### src/rtl/vector_alu_sequencer.sv
// rtl/vector_alu_sequencer.sv - sequences one vector operation lane by lane through a shared scalar ALU
//
// Purpose:
//   Accepts one vector operation (opcode plus two operand vectors) in IDLE.
//   In RUN it feeds one lane per cycle to an external combinational ALU and
//   captures that lane's result and flags. It then pulses done for one cycle
//   in DONE. Illegal opcodes skip RUN and finish with err=1.
//
// Ports:
//   clk, rst          clock, synchronous active-high reset
//   start, op         operation request and 3-bit opcode
//   vec_a, vec_b      operand vectors, lane i = [i*dataSize +: dataSize]
//   alu_result        ALU result for the current alu_* drive
//   alu_neg, alu_zero ALU flags for the current alu_* drive
//   alu_op            opcode to the ALU, 0 outside RUN
//   alu_a, alu_b      lane operands to the ALU, 0 outside RUN
//   ready, busy, done state indications (IDLE / RUN / one-cycle DONE)
//   err               illegal-opcode flag, valid with done
//   vec_result        captured per-lane results
//   neg_mask          captured per-lane neg flags
//   zero_mask         captured per-lane zero flags
module vector_alu_sequencer #(
  parameter int dataSize = 8,
  parameter int lanes    = 4
) (
  input  logic                        clk,
  input  logic                        rst,
  input  logic                        start,
  input  logic [2:0]                  op,
  input  logic [lanes*dataSize-1:0]   vec_a,
  input  logic [lanes*dataSize-1:0]   vec_b,
  input  logic [dataSize-1:0]         alu_result,
  input  logic                        alu_neg,
  input  logic                        alu_zero,
  output logic [2:0]                  alu_op,
  output logic [dataSize-1:0]         alu_a,
  output logic [dataSize-1:0]         alu_b,
  output logic                        ready,
  output logic                        busy,
  output logic                        done,
  output logic                        err,
  output logic [lanes*dataSize-1:0]   vec_result,
  output logic [lanes-1:0]            neg_mask,
  output logic [lanes-1:0]            zero_mask
);

  localparam int CW = ($clog2(lanes) < 1) ? 1 : $clog2(lanes);
  localparam logic [CW-1:0] LAST_LANE = CW'(lanes - 1);

  typedef enum logic [1:0] {
    S_IDLE = 2'd0,
    S_RUN  = 2'd1,
    S_DONE = 2'd2
  } state_t;

  state_t                      state_q, state_d;
  logic [CW-1:0]               cnt_q, cnt_d;
  logic [2:0]                  op_q, op_d;
  logic [lanes*dataSize-1:0]   a_q, a_d;
  logic [lanes*dataSize-1:0]   b_q, b_d;
  logic [lanes*dataSize-1:0]   vec_result_q, vec_result_d;
  logic [lanes-1:0]            neg_mask_q, neg_mask_d;
  logic [lanes-1:0]            zero_mask_q, zero_mask_d;
  logic                        err_q, err_d;
  logic                        ready_q, ready_d;
  logic                        busy_q, busy_d;
  logic                        done_q, done_d;
  logic [2:0]                  alu_op_q, alu_op_d;
  logic [dataSize-1:0]         alu_a_q, alu_a_d;
  logic [dataSize-1:0]         alu_b_q, alu_b_d;
  logic                        op_legal;

  assign op_legal = (op != 3'b000) && (op != 3'b111);

  always_comb begin
    state_d      = state_q;
    cnt_d        = cnt_q;
    op_d         = op_q;
    a_d          = a_q;
    b_d          = b_q;
    vec_result_d = vec_result_q;
    neg_mask_d   = neg_mask_q;
    zero_mask_d  = zero_mask_q;
    err_d        = err_q;

    case (state_q)
      S_IDLE: begin
        if (start) begin
          op_d         = op;
          a_d          = vec_a;
          b_d          = vec_b;
          cnt_d        = '0;
          vec_result_d = '0;
          neg_mask_d   = '0;
          zero_mask_d  = '0;
          err_d        = !op_legal;
          state_d      = op_legal ? S_RUN : S_DONE;
        end
      end
      S_RUN: begin
        vec_result_d[cnt_q*dataSize +: dataSize] = alu_result;
        neg_mask_d[cnt_q]  = alu_neg;
        zero_mask_d[cnt_q] = alu_zero;
        // Counter parks on the last lane rather than wrapping.
        if (cnt_q == LAST_LANE) begin
          state_d = S_DONE;
        end else begin
          cnt_d = cnt_q + 1'b1;
        end
      end
      S_DONE: begin
        state_d = S_IDLE;
      end
      default: begin
        state_d = S_IDLE;
      end
    endcase

    // Outputs are registered from the next state so the ALU sees the lane
    // selected by cnt for the whole RUN cycle in which it is captured.
    ready_d  = (state_d == S_IDLE);
    busy_d   = (state_d == S_RUN);
    done_d   = (state_d == S_DONE);
    alu_op_d = '0;
    alu_a_d  = '0;
    alu_b_d  = '0;
    if (state_d == S_RUN) begin
      alu_op_d = op_d;
      alu_a_d  = a_d[cnt_d*dataSize +: dataSize];
      alu_b_d  = b_d[cnt_d*dataSize +: dataSize];
    end
  end

  always_ff @(posedge clk) begin
    if (rst) begin
      state_q      <= S_IDLE;
      cnt_q        <= '0;
      op_q         <= '0;
      a_q          <= '0;
      b_q          <= '0;
      vec_result_q <= '0;
      neg_mask_q   <= '0;
      zero_mask_q  <= '0;
      err_q        <= 1'b0;
      ready_q      <= 1'b1;
      busy_q       <= 1'b0;
      done_q       <= 1'b0;
      alu_op_q     <= '0;
      alu_a_q      <= '0;
      alu_b_q      <= '0;
    end else begin
      state_q      <= state_d;
      cnt_q        <= cnt_d;
      op_q         <= op_d;
      a_q          <= a_d;
      b_q          <= b_d;
      vec_result_q <= vec_result_d;
      neg_mask_q   <= neg_mask_d;
      zero_mask_q  <= zero_mask_d;
      err_q        <= err_d;
      ready_q      <= ready_d;
      busy_q       <= busy_d;
      done_q       <= done_d;
      alu_op_q     <= alu_op_d;
      alu_a_q      <= alu_a_d;
      alu_b_q      <= alu_b_d;
    end
  end

  assign alu_op     = alu_op_q;
  assign alu_a      = alu_a_q;
  assign alu_b      = alu_b_q;
  assign ready      = ready_q;
  assign busy       = busy_q;
  assign done       = done_q;
  assign err        = err_q;
  assign vec_result = vec_result_q;
  assign neg_mask   = neg_mask_q;
  assign zero_mask  = zero_mask_q;

endmodule

### config.mk
export PLATFORM = sky130hd
export DESIGN_NAME = vector_alu_sequencer
export DESIGN_NICKNAME = d
export VERILOG_FILES = /design/src/rtl/vector_alu_sequencer.sv
export SDC_FILE = /design/constraint.sdc
export NUM_CORES = 1
export LEC_CHECK = 0
export BUFFER_PORTS_ARGS = -buffer_cell sky130_fd_sc_hd__clkbuf_2
export CORE_ASPECT_RATIO = 0.6
export CORE_MARGIN = 2
export CORE_UTILIZATION = 40
export CTS_CLUSTER_DIAMETER = 60
export DETAILED_ROUTE_END_ITERATION = 6
export GPL_TIMING_DRIVEN = 0
export PLACE_DENSITY = 0.6
export SETUP_SLACK_MARGIN = 0.15
export SYNTH_ARGS = -nofsm -noshare
export SYNTH_HDL_FRONTEND = slang
export SYNTH_SLANG_ARGS = --single-unit
### constraint.sdc
create_clock -name clk -period 3 [get_ports clk]
set_input_delay 0.6 -clock clk [delete_from_list [all_inputs] [get_ports clk]]
set_output_delay 0.6 -clock clk [all_outputs]
set_load 0.01 [all_outputs]
==> impl_metrics.tcl <==
set metrics [dict create \
    reg2reg_from "cnt_q[0]" \
    gp_routability_congestion 0.849 \
    max-clock-path-buffers 2 \
    register_area_um2 2680 \
    sum_of_routed_wire_length_over_all_layers_mm 17.1 \
    cell_internal_pwr_mw 3.57 \
    post-place-ws_ps 297 \
    fin_cells 943 \
    drt_first_iter_violations 454 \
    max_slew_margin_pct 35.2 \
    syn_inst 600 \
    area.growth.synth_to_final_pct 29.7 \
    syn_area_um2 5350 \
    synthesis.area_per_instance_um2 8.92 \
    report.final.slew_viol_count 0 \
    clock_transition_time_at_the_flip_flop_clock_pins_of_the_worst_setup_and_hold_paths_ps 60 \
    start_util_pct 41.4 \
    finalSetupViolCount 0 \
    hpwlAfterDp_mm 12.8 \
    yosysWarningCount 0 \
    synth.distinct_cells 38 \
    cts_tree "built" \
    postRouteAntennaNets 0 \
    routed-via-count 5073 \
    synth_enable_flop_cells 0 \
    whs_path_depth 3 \
    leakage_power_of_the_design_nw 2.98 \
    numCtsBuffers 17 \
    required_time_of_the_worst_setup_path_ps 3270 \
    cts_num_sinks 134 \
    fin_crit_ps 2700 \
    hp-class "in -> reg" \
    final.setup_skew_ps 11.4 \
    cp-startpoint "cnt_q[0]" \
    grt_pass1_vias 4877 \
    row_count 32 \
    min_period_over_period_pct 90.2 \
    mostFrequentLayoutCells "sky130_fd_sc_hd__clkbuf_2 (141), sky130_fd_sc_hd__dfxtp_1 (134), sky130_fd_sc_hd__nand2_1 (106), sky130_fd_sc_hd__nor2_1 (76), sky130_fd_sc_hd__a21oi_1 (60)" \
    post_cts_setup_buffer_count 0 \
    reg2reg_depth 9 \
    buffer_ports.inserted 141 \
    detail_route.first_pass.iterations 5 \
    wl_per_cell_um 18.1 \
    finalHoldViolCount 0 \
    async_flop_share_pct 0 \
    power_frac_comb_pct 12.1 \
    timing.final.ws_setup_ps 295 \
    switching_power_mw 1.27 \
    final_design_area_no_fill_um2 6940 \
    place_inst 911 \
    n_antenna_cell 0 \
    floorplan.die.width_um 153 \
    layout.nets 845 \
    path_class "reg -> reg" \
    drive_above_1_share_pct 24.3 \
    multiInputGateArea_um2 2440 \
    nFillCells 1220 \
    grt_pass1_wl_mm 26.5 \
    holdWs_ps 389 \
    worst_path_max_fanout 10 \
    num_io_pins 143 \
    design.core.area_um2 12900 \
    seq_power_share_pct 40.1 \
    via_per_inst 5.38 \
    crit_path_end "alu_b[1]" \
    seq_area_frac_synth_pct 50.1 \
    synth_ff_type "sky130_fd_sc_hd__dfxtp_1" \
    clock_insertion_delay_worst_skew_ps 430 \
    power_density_nw_per_um2 698 \
    cts_root_buffer "sky130_fd_sc_hd__clkbuf_16" \
    most_common_cell_after_layout_fill_and_taps_aside "sky130_fd_sc_hd__clkbuf_2" \
    cts-htree-levels 4 \
    floorplan.die.height_um 93.6 \
    ff2ff_setup_slack_ps 300 \
    track_usage_pct 24.3 \
    postPlaceCellArea_um2 6270 \
    synth_seq_cells 134 \
    cp.arrival_ps 2980 \
    switching_share_pct 26.2 \
    max-vdd-ir-drop_mv 0.337 \
    synth_nets 685 \
    tightestPinTransition_ps 971 \
    rsz_0062_raised_after_global_routing "false" \
    run_status "finished, final reports clean" \
    antenna_found_initial 0 \
    pin_count_of_the_biggest_net_entering_global_routing 17 \
    drc 0 \
    dieArea_um2 14300 \
    max-cap-violations 0 \
    critical_path.endpoint_type "register" \
    clock.fmax_ghz 0.370 \
    clock_network_power_share_pct 47.7 \
    finalSetupTns_ps 0 \
    timing.rr.end "alu_b[1]" \
    grt_overflow 0 \
    crit_path_start_kind "register" \
]
worst min-delay path by stage:
stage / from / endpoint / slack, ps
2_1_floorplan: a_q[16] / a_q[16] / 430
3_3_place_gp: b_q[1] / b_q[1] / 440
3_5_place_dp: a_q[19] / a_q[19] / 440
4_1_cts: vec_a[9] / a_q[9] / 380
5_1_grt: vec_a[26] / a_q[26] / 390
6_report: vec_b[11] / b_q[11] / 390
worst max-delay path: stages, from the launching register on:
cell and delay, ps:
sky130_fd_sc_hd__dfxtp_1 370, sky130_fd_sc_hd__inv_1 220, sky130_fd_sc_hd__ha_1 180, sky130_fd_sc_hd__clkbuf_1 340
sky130_fd_sc_hd__nor3b_2 140, sky130_fd_sc_hd__a21oi_1 130, sky130_fd_sc_hd__buf_2 380, sky130_fd_sc_hd__clkbuf_4 370
sky130_fd_sc_hd__mux2i_1 250, sky130_fd_sc_hd__o311ai_1 160
Yosys cell counts, types with 2 or more instances:
master / count / share of area, %
sky130_fd_sc_hd__inv_1: 6 / 0.42
sky130_fd_sc_hd__nor3_1: 2 / 0.19
sky130_fd_sc_hd__nor4b_1: 30 / 4.9
sky130_fd_sc_hd__nor4_1: 2 / 0.23
sky130_fd_sc_hd__o311ai_1: 3 / 0.49
sky130_fd_sc_hd__a21oi_1: 60 / 5.6
sky130_fd_sc_hd__nor2_1: 76 / 5.3
sky130_fd_sc_hd__nand2_1: 106 / 7.4
sky130_fd_sc_hd__o21bai_1: 4 / 0.56
sky130_fd_sc_hd__buf_6: 2 / 0.42
sky130_fd_sc_hd__mux2i_1: 33 / 6.2
sky130_fd_sc_hd__and4_1: 2 / 0.33
sky130_fd_sc_hd__buf_1: 10 / 0.70
sky130_fd_sc_hd__nand3b_1: 2 / 0.28
sky130_fd_sc_hd__buf_2: 5 / 0.47
sky130_fd_sc_hd__a22oi_1: 32 / 4.5
sky130_fd_sc_hd__clkbuf_1: 35 / 2.5
sky130_fd_sc_hd__a211oi_1: 15 / 2.1
sky130_fd_sc_hd__nor3b_1: 2 / 0.28
sky130_fd_sc_hd__a32oi_1: 8 / 1.3
sky130_fd_sc_hd__ha_1: 5 / 1.2
sky130_fd_sc_hd__dfxtp_1: 134 / 50
sky130_fd_sc_hd__o221ai_1: 11 / 1.8
cell type report:
type / count / share of cell area [%]
Sequential cell: 134 / 38.7
Buffer: 52 / 3.19
Clock inverter: 15 / 3.26
Inverter: 6 / 0.325
Clock buffer: 17 / 6.13
Tap cell: 170 / 3.07
Multi-Input combinational cell: 408 / 35.2
Timing Repair Buffer: 141 / 10.2
per-layer routing:
layer / vias up / wire (µm) / GRT usage (%) / part of all wire, %
li1: 2452 / - / - / -
met1: 2400 / 8730 / 36.9 / 51
met2: 194 / 6870 / 33.0 / 40
met3: 27 / 1230 / 6.39 / 7.2
met4: 0 / 292 / 7.79 / 1.7
met5: - / 0 / 0 / 0
flip-flops by register name, indices dropped and copies added, names as in the netlist:
signal and count:
done 1, vec_result 32, ready 1, err 1, op_q 3, a_q 32, busy 1, alu_a 8
zero_mask 4, cnt_q 2, neg_mask 4, alu_op 3, alu_b 8, b_q 32, state_q 2
logic make-up after synthesis:
| family | after synthesis | synth area share, % |
|---|---|---|
| AO/OA/AOI/OAI | 140 | 17.5 |
| buffers and inverters | 58 | 4.47 |
| flip-flops | 134 | 50.1 |
| adder cells (fa/ha/maj) | 5 | 1.17 |
| AND/OR/NAND/NOR | 230 | 20.5 |
| multiplexers | 33 | 6.17 |
power groups by stage:
stage               registers (mW)  logic [mW]  clock network [mW]
CTS                           1.94       0.582                2.33
global placement              1.98       0.565                   0
global route                  1.95       0.650                2.41
floorplan                     1.98       0.339                   0
detailed placement            1.98       0.579                   0
finish                        1.94       0.588                2.31
metrics by stage:
stage | power [mW] | util, %
floorplan | 2.32 | -
global placement | 2.54 | 48.5
detailed placement | 2.56 | 48.5
CTS | 4.86 | 53.5
global route | 5.02 | 53.6
finish | 4.84 | 53.6
what timing repair did:
action                     4_1_cts  5_1_grt
resized for setup                0        3
setup endpoints to repair        0       13
hold buffers                     0        0
(Power assumes the default switching activity.)
